[config.mk]
export PLATFORM = sky130hd
export DESIGN_NAME = alu_arbiter_flat
export DESIGN_NICKNAME = d
export VERILOG_FILES = /design/src/rtl/alu_arbiter_if.sv /design/src/rtl/alu_arbiter.sv /design/src/flat_wrapper.sv
export SDC_FILE = /design/constraint.sdc
export NUM_CORES = 1
export LEC_CHECK = 0
export BUFFER_PORTS_ARGS = -buffer_cell sky130_fd_sc_hd__buf_2
export CORE_MARGIN = 3
export CORE_UTILIZATION = 44
export CTS_CLUSTER_DIAMETER = 150
export DETAILED_ROUTE_END_ITERATION = 8
export PLACE_DENSITY = 0.79
export SYNTH_ARGS = -nofsm -noshare
export SYNTH_HDL_FRONTEND = slang
export SYNTH_SLANG_ARGS = --single-unit
[constraint.sdc]
create_clock -name clk -period 1.9 [get_ports clk]
set_clock_uncertainty 0.1 [all_clocks]
set_input_delay 0.285 -clock clk [delete_from_list [all_inputs] [get_ports clk]]
set_output_delay 0.285 -clock clk [all_outputs]
set_load 0.05 [all_outputs]
[src/rtl/alu_arbiter_if.sv]
// alu_arbiter_if: requester, shared-ALU and response signals of the ALU arbiter
interface alu_arbiter_if;
  logic       req0_valid, req1_valid, req0_ready, req1_ready;
  logic [7:0] req0_a, req0_b, req1_a, req1_b;
  logic [3:0] req0_op, req1_op;
  logic [7:0] alu_a, alu_b, alu_result;
  logic [3:0] alu_op;
  logic       rsp_valid, rsp_ready, rsp_id;
  logic [7:0] rsp_data;
  modport slave (
    input  req0_valid, req1_valid, req0_a, req0_b, req1_a, req1_b, req0_op, req1_op, alu_result, rsp_ready,
    output req0_ready, req1_ready, alu_a, alu_b, alu_op, rsp_valid, rsp_id, rsp_data
  );
  modport master (
    output req0_valid, req1_valid, req0_a, req0_b, req1_a, req1_b, req0_op, req1_op, alu_result, rsp_ready,
    input  req0_ready, req1_ready, alu_a, alu_b, alu_op, rsp_valid, rsp_id, rsp_data
  );
endinterface

[src/rtl/alu_arbiter.sv]
// alu_arbiter: round-robin sharing of one 8-bit ALU between two requesters
// Optional grant counters enabled by ALU_ARB_GRANT_CNT_EN.
module alu_arbiter #(
  parameter int CNT_W = 16
) (
  input logic clk,
  input logic rst,
  alu_arbiter_if.slave bus
`ifdef ALU_ARB_GRANT_CNT_EN
  ,
  output logic [CNT_W-1:0] gnt_cnt0,
  output logic [CNT_W-1:0] gnt_cnt1
`endif
);
  typedef enum logic [1:0] {IDLE, EXEC, RESP} state_t;
  state_t state, next;
  logic last, sel, grant, cap_id;
  if (CNT_W < 1) begin : g_bad_cnt_w
    $error("CNT_W must be positive");
  end
  always_comb begin
    sel = (bus.req0_valid && bus.req1_valid) ? !last : bus.req1_valid;
    grant = !rst && state == IDLE && (bus.req0_valid || bus.req1_valid);
    next = state == IDLE ? (grant ? EXEC : IDLE) :
           state == EXEC ? RESP : (bus.rsp_ready ? IDLE : RESP);
    bus.req0_ready = grant && !sel;
    bus.req1_ready = grant && sel;
    bus.rsp_valid = state == RESP;
  end
  // ALU operand registers double as the capture registers, so the ALU never sees requester glitches
  always_ff @(posedge clk or posedge rst) begin
    if (rst) begin
      state <= IDLE;
      last <= 1'b1;
      cap_id <= 1'b0;
      bus.alu_a <= '0;
      bus.alu_b <= '0;
      bus.alu_op <= '0;
      bus.rsp_data <= '0;
      bus.rsp_id <= 1'b0;
    end else begin
      state <= next;
      if (grant) begin
        bus.alu_a <= sel ? bus.req1_a : bus.req0_a;
        bus.alu_b <= sel ? bus.req1_b : bus.req0_b;
        bus.alu_op <= sel ? bus.req1_op : bus.req0_op;
        cap_id <= sel;
        last <= sel;
      end
      if (state == EXEC) begin
        bus.rsp_data <= bus.alu_result;
        bus.rsp_id <= cap_id;
      end
    end
  end
`ifdef ALU_ARB_GRANT_CNT_EN
  always_ff @(posedge clk or posedge rst) begin
    if (rst) begin
      gnt_cnt0 <= '0;
      gnt_cnt1 <= '0;
    end else if (grant) begin
      if (!sel && !(&gnt_cnt0)) gnt_cnt0 <= gnt_cnt0 + 1'b1;
      if (sel && !(&gnt_cnt1)) gnt_cnt1 <= gnt_cnt1 + 1'b1;
    end
  end
`endif
endmodule

[src/flat_wrapper.sv]
// flat-port wrapper written by rule: the top's interface ports become plain ports
module alu_arbiter_flat 
#(
  parameter int CNT_W = 16
)
  (clk, rst, bus_req0_valid, bus_req1_valid, bus_req0_a, bus_req0_b, bus_req1_a, bus_req1_b, bus_req0_op, bus_req1_op, bus_alu_result, bus_rsp_ready, bus_req0_ready, bus_req1_ready, bus_alu_a, bus_alu_b, bus_alu_op, bus_rsp_valid, bus_rsp_id, bus_rsp_data);
  alu_arbiter_if bus_i ();
  input logic clk;
  input logic rst;
  input wire logic [$bits(bus_i.req0_valid)-1:0] bus_req0_valid;
  input wire logic [$bits(bus_i.req1_valid)-1:0] bus_req1_valid;
  input wire logic [$bits(bus_i.req0_a)-1:0] bus_req0_a;
  input wire logic [$bits(bus_i.req0_b)-1:0] bus_req0_b;
  input wire logic [$bits(bus_i.req1_a)-1:0] bus_req1_a;
  input wire logic [$bits(bus_i.req1_b)-1:0] bus_req1_b;
  input wire logic [$bits(bus_i.req0_op)-1:0] bus_req0_op;
  input wire logic [$bits(bus_i.req1_op)-1:0] bus_req1_op;
  input wire logic [$bits(bus_i.alu_result)-1:0] bus_alu_result;
  input wire logic [$bits(bus_i.rsp_ready)-1:0] bus_rsp_ready;
  output wire logic [$bits(bus_i.req0_ready)-1:0] bus_req0_ready;
  output wire logic [$bits(bus_i.req1_ready)-1:0] bus_req1_ready;
  output wire logic [$bits(bus_i.alu_a)-1:0] bus_alu_a;
  output wire logic [$bits(bus_i.alu_b)-1:0] bus_alu_b;
  output wire logic [$bits(bus_i.alu_op)-1:0] bus_alu_op;
  output wire logic [$bits(bus_i.rsp_valid)-1:0] bus_rsp_valid;
  output wire logic [$bits(bus_i.rsp_id)-1:0] bus_rsp_id;
  output wire logic [$bits(bus_i.rsp_data)-1:0] bus_rsp_data;
  assign bus_i.req0_valid = bus_req0_valid;
  assign bus_i.req1_valid = bus_req1_valid;
  assign bus_i.req0_a = bus_req0_a;
  assign bus_i.req0_b = bus_req0_b;
  assign bus_i.req1_a = bus_req1_a;
  assign bus_i.req1_b = bus_req1_b;
  assign bus_i.req0_op = bus_req0_op;
  assign bus_i.req1_op = bus_req1_op;
  assign bus_i.alu_result = bus_alu_result;
  assign bus_i.rsp_ready = bus_rsp_ready;
  assign bus_req0_ready = bus_i.req0_ready;
  assign bus_req1_ready = bus_i.req1_ready;
  assign bus_alu_a = bus_i.alu_a;
  assign bus_alu_b = bus_i.alu_b;
  assign bus_alu_op = bus_i.alu_op;
  assign bus_rsp_valid = bus_i.rsp_valid;
  assign bus_rsp_id = bus_i.rsp_id;
  assign bus_rsp_data = bus_i.rsp_data;
  alu_arbiter #(.CNT_W(CNT_W)) u_core (.clk(clk), .rst(rst), .bus(bus_i));
endmodule
==> flow_summary_export.csv <==
group,metric,value,unit
run,max_cap_viol_count,0,
timing,grt_setup_unrepaired,"true",
cts,worstSkewPairLatency,320,ps
finish,area_growth_syn_to_layout,34.7,%
cts,cts.sink_count,33,
synth,mappedNetlistNets,182,
timing,relSlewSlack,71.3,%
setup_path,setup.reg_to_reg.worst_slack,270,ps
synth,ys.warnings.count,0,
power,p_leak,1.07,nW
floorplan,fp.dieH,66.3,um
route,drtIter0Drc,53,
route,drt_wl_total,3.70,mm
worst_hold_path,min_delay_path_depth,2,
timing,fin_crit,1890,ps
grt,grt_util_all_layers,18.4,%
cts,cts.path.max_buffers,2,
outcome,outcome,"complete, no violations",
synth,netlist_top_cells_area,"dfrtp_1, nor3_2, a221o_1",
floorplan,row_count,21,
synth,post_synth_num_cell_types,21,
floorplan,fp.coreArea,3420,sq um
setup_path,r2r_start,"u_core.last",
timing,final-setup-viol-count,0,
worst_hold_path,min_to,"u_core.state[1]",
route,detailroute.via_count,1355,
cts,tritoncts,"built",
finish,design.final.nets,272,
power,power.density,1800,nW/um^2
route,post_drt_via_cell_ratio,5.11,
synth,seq_area_frac_synth,51.8,%
synth,synthDominantCellAreaShare,50.1,%
timing,final_hold_viol_count,0,
worst_hold_path,hold_path.class,"input pin to flip-flop",
cts,cts_root_buf,"clkbuf_4",
grt,first_global_vias,1312,
synth,mappedNetlistArea,1600,sq um
finish,final_antenna_diode_count,0,
timing,tightest_slew,430,ps
synth,post_synth_inst_count,129,
finish,layout.filler_cells,297,
setup_path,path_class,"flip-flop to output port",
grt,grt_start_max_net_pins,22,
grt,met2_usage,30.9,%
setup_path,rr_endpoint,"u_core.bus.alu_op[1]",
placement,finalWeightedCongestion,0.680,
floorplan,num_io_pins,85,
grt,grt.met1_usage,21.8,%
floorplan,die_width,66.3,um
cts,cts_made_buffers,5,
timing,worst_slack,9.24,ps
setup_path,cp_data_arrival_time,1510,ps
route,post_drt_wl_per_cell,14.0,um
grt,grt.met3_usage,7.14,%
setup_path,setup.worst_path.end_class,"output port",
placement,place.port_buffers,84,
finish,multi_input_gate_area,676,sq um
grt,grt_first_pass_wirelength,6.10,mm
setup_path,setup.worst_path.start_class,"flip-flop",
grt,global_route_congestion_overflow_total,0,
power,max-vdd-ir-drop,840,uV
placement,dp_hpwl,2.76,mm
setup_path,crit_required,1510,ps
worst_hold_path,hold_start,"bus_rsp_ready",
floorplan,initial_core_util,46.8,%
finish,postLayoutCoreUtil,63.0,%
synth,yosysTopAreaCell,"dfrtp_1",
setup_path,worst-path-max-fanout,2,
route,drcViolationCount,0,
placement,pre_cts_slack,245,ps
timing,final_min_period_over_clock_period,99.5,%
synth,synth.avg_cell_area,12.4,sq um
floorplan,die_area,4390,sq um
power,report.power.total,3.88,mW
synth,synth_seq_cells,33,
grt,busiest_layer,"met2",
timing,timing.fmax,529,MHz
timing,slew_violations,0,
cts,h_tree_levels,2,
cts,cts.reportedPaths.clkPinSlew,100,ps
route,ant_nets,0,
grt,grt_antenna_before_repair,0,
setup_path,ff2ff_path_depth,5,
route,detail_route.first_pass.iterations,4,
finish,register_area,830,sq um
finish,drive_gt1_share,58.0,%
where the power goes:
part	switching (mW)	total, mW	internal, mW
clock network	0.214	0.389	0.175
registers	0.187	1.23	1.05
logic	1.60	2.25	0.651
total	2.00	3.88	1.87
repair_timing:
action,in CTS,in global routing
pin swaps,0,0
setup buffers,2,1
endpoints found under the setup margin,2,2
endpoints found under the hold margin,6,0
resized for setup,4,3
hold buffers,1,0
worst max-delay path by stage:
stage / start / end / slack (ps) / depth (start not counted)
2_1_floorplan: u_core.last / bus_req0_ready / 100 / 4
3_3_place_gp: u_core.last / bus_req0_ready / 280 / 4
3_5_place_dp: u_core.last / bus_req0_ready / 240 / 4
4_1_cts: u_core.last / bus_req0_ready / 9 / 4
5_1_grt: u_core.last / bus_req0_ready / -60 / 4
6_report: u_core.last / bus_req0_ready / 9 / 4
placed cells by master (no fill, tap or decap):
| cell type | count |
|---|---|
| buf_2 | 82 |
| dfrtp_1 | 30 |
| nand2_1 | 21 |
| nor3_2 | 20 |
| a221o_1 | 20 |
| mux2_1 | 9 |
| buf_4 | 8 |
| clkbuf_4 | 5 |
| o21a_1 | 2 |
| inv_1 | 2 |
| buf_6 | 2 |
| dfrtp_2 | 2 |
| nand2b_1 | 1 |
| nor3_4 | 1 |
| o21ai_2 | 1 |
| inv_2 | 1 |
| and2b_2 | 1 |
| nand3b_1 | 1 |
| and3_1 | 1 |
| or3_4 | 1 |
| nor2_1 | 1 |
| a21oi_1 | 1 |
| nor2b_1 | 1 |
| clkbuf_8 | 1 |
| clkbuf_1 | 1 |
| dlygate4sd3_1 | 1 |
| buf_12 | 1 |
| dfstp_2 | 1 |
metrics by stage:
| stage | area [sq um] | TNS (ps) | hold slack (ps) | std cells |
|---|---|---|---|---|
| finish | 2150 | 0 | 40.6 | 265 |
| CTS | 2140 | 0 | 13.5 | 264 |
| global placement | 2040 | 0 | 161 | 254 |
| global route | 2150 | -65.4 | 15.1 | 265 |
| detailed placement | 2040 | 0 | 163 | 254 |
| floorplan | 1600 | 0 | 274 | 129 |
sequential cells by signal (all words and copies together) (netlist names):
name and flops:
u_core.bus.alu_op 4, u_core.last 1, u_core.bus.alu_b 8, u_core.bus.alu_a 8, u_core.bus.rsp_data 8, u_core.state 2, u_core.cap_id 1, u_core.bus.rsp_id 1
routing by layer:
metal	routed length, um	up-vias
met3	338	6
met4	41	0
met2	1780	56
li1	-	656
met5	0	-
met1	1540	637
worst max-delay path, cell delays in order (launching register included):
cell and delay, ps:
dfstp_2 540, and2b_2 220, nand3b_1 190, inv_1 90, buf_6 150
cell usage after synthesis:
| cell | count |
|---|---|
| nor2_1 | 1 |
| a21oi_1 | 1 |
| nand2b_1 | 1 |
| and2b_2 | 1 |
| a221o_1 | 20 |
| dfstp_2 | 1 |
| buf_2 | 3 |
| o21a_1 | 2 |
| dfrtp_1 | 32 |
| or3_4 | 1 |
| mux2_1 | 9 |
| inv_2 | 1 |
| nand2_1 | 21 |
| clkbuf_1 | 2 |
| nor3_2 | 21 |
| nand3b_1 | 1 |
| o21ai_2 | 1 |
| inv_1 | 2 |
| buf_6 | 6 |
| and3_1 | 1 |
| nor2b_1 | 1 |
kinds of logic after synthesis:
| kind of cell | after synthesis | synth area share, % |
|---|---|---|
| AND/OR/NAND/NOR | 49 | 21.2 |
| flip-flops | 33 | 51.8 |
| AO/OA/AOI/OAI | 24 | 14.3 |
| buffers and inverters | 14 | 6.34 |
| multiplexers | 9 | 6.34 |
layout make-up:
cell class                 instances  area share [%]
sequential                        33            38.5
multi-input combinational         82            31.4
timing repair buffer              94            24.3
tap                               46            2.67
clock buffer                       7            2.56
inverter                           3           0.523
Note: power is estimated with default switching activity, not from simulation.
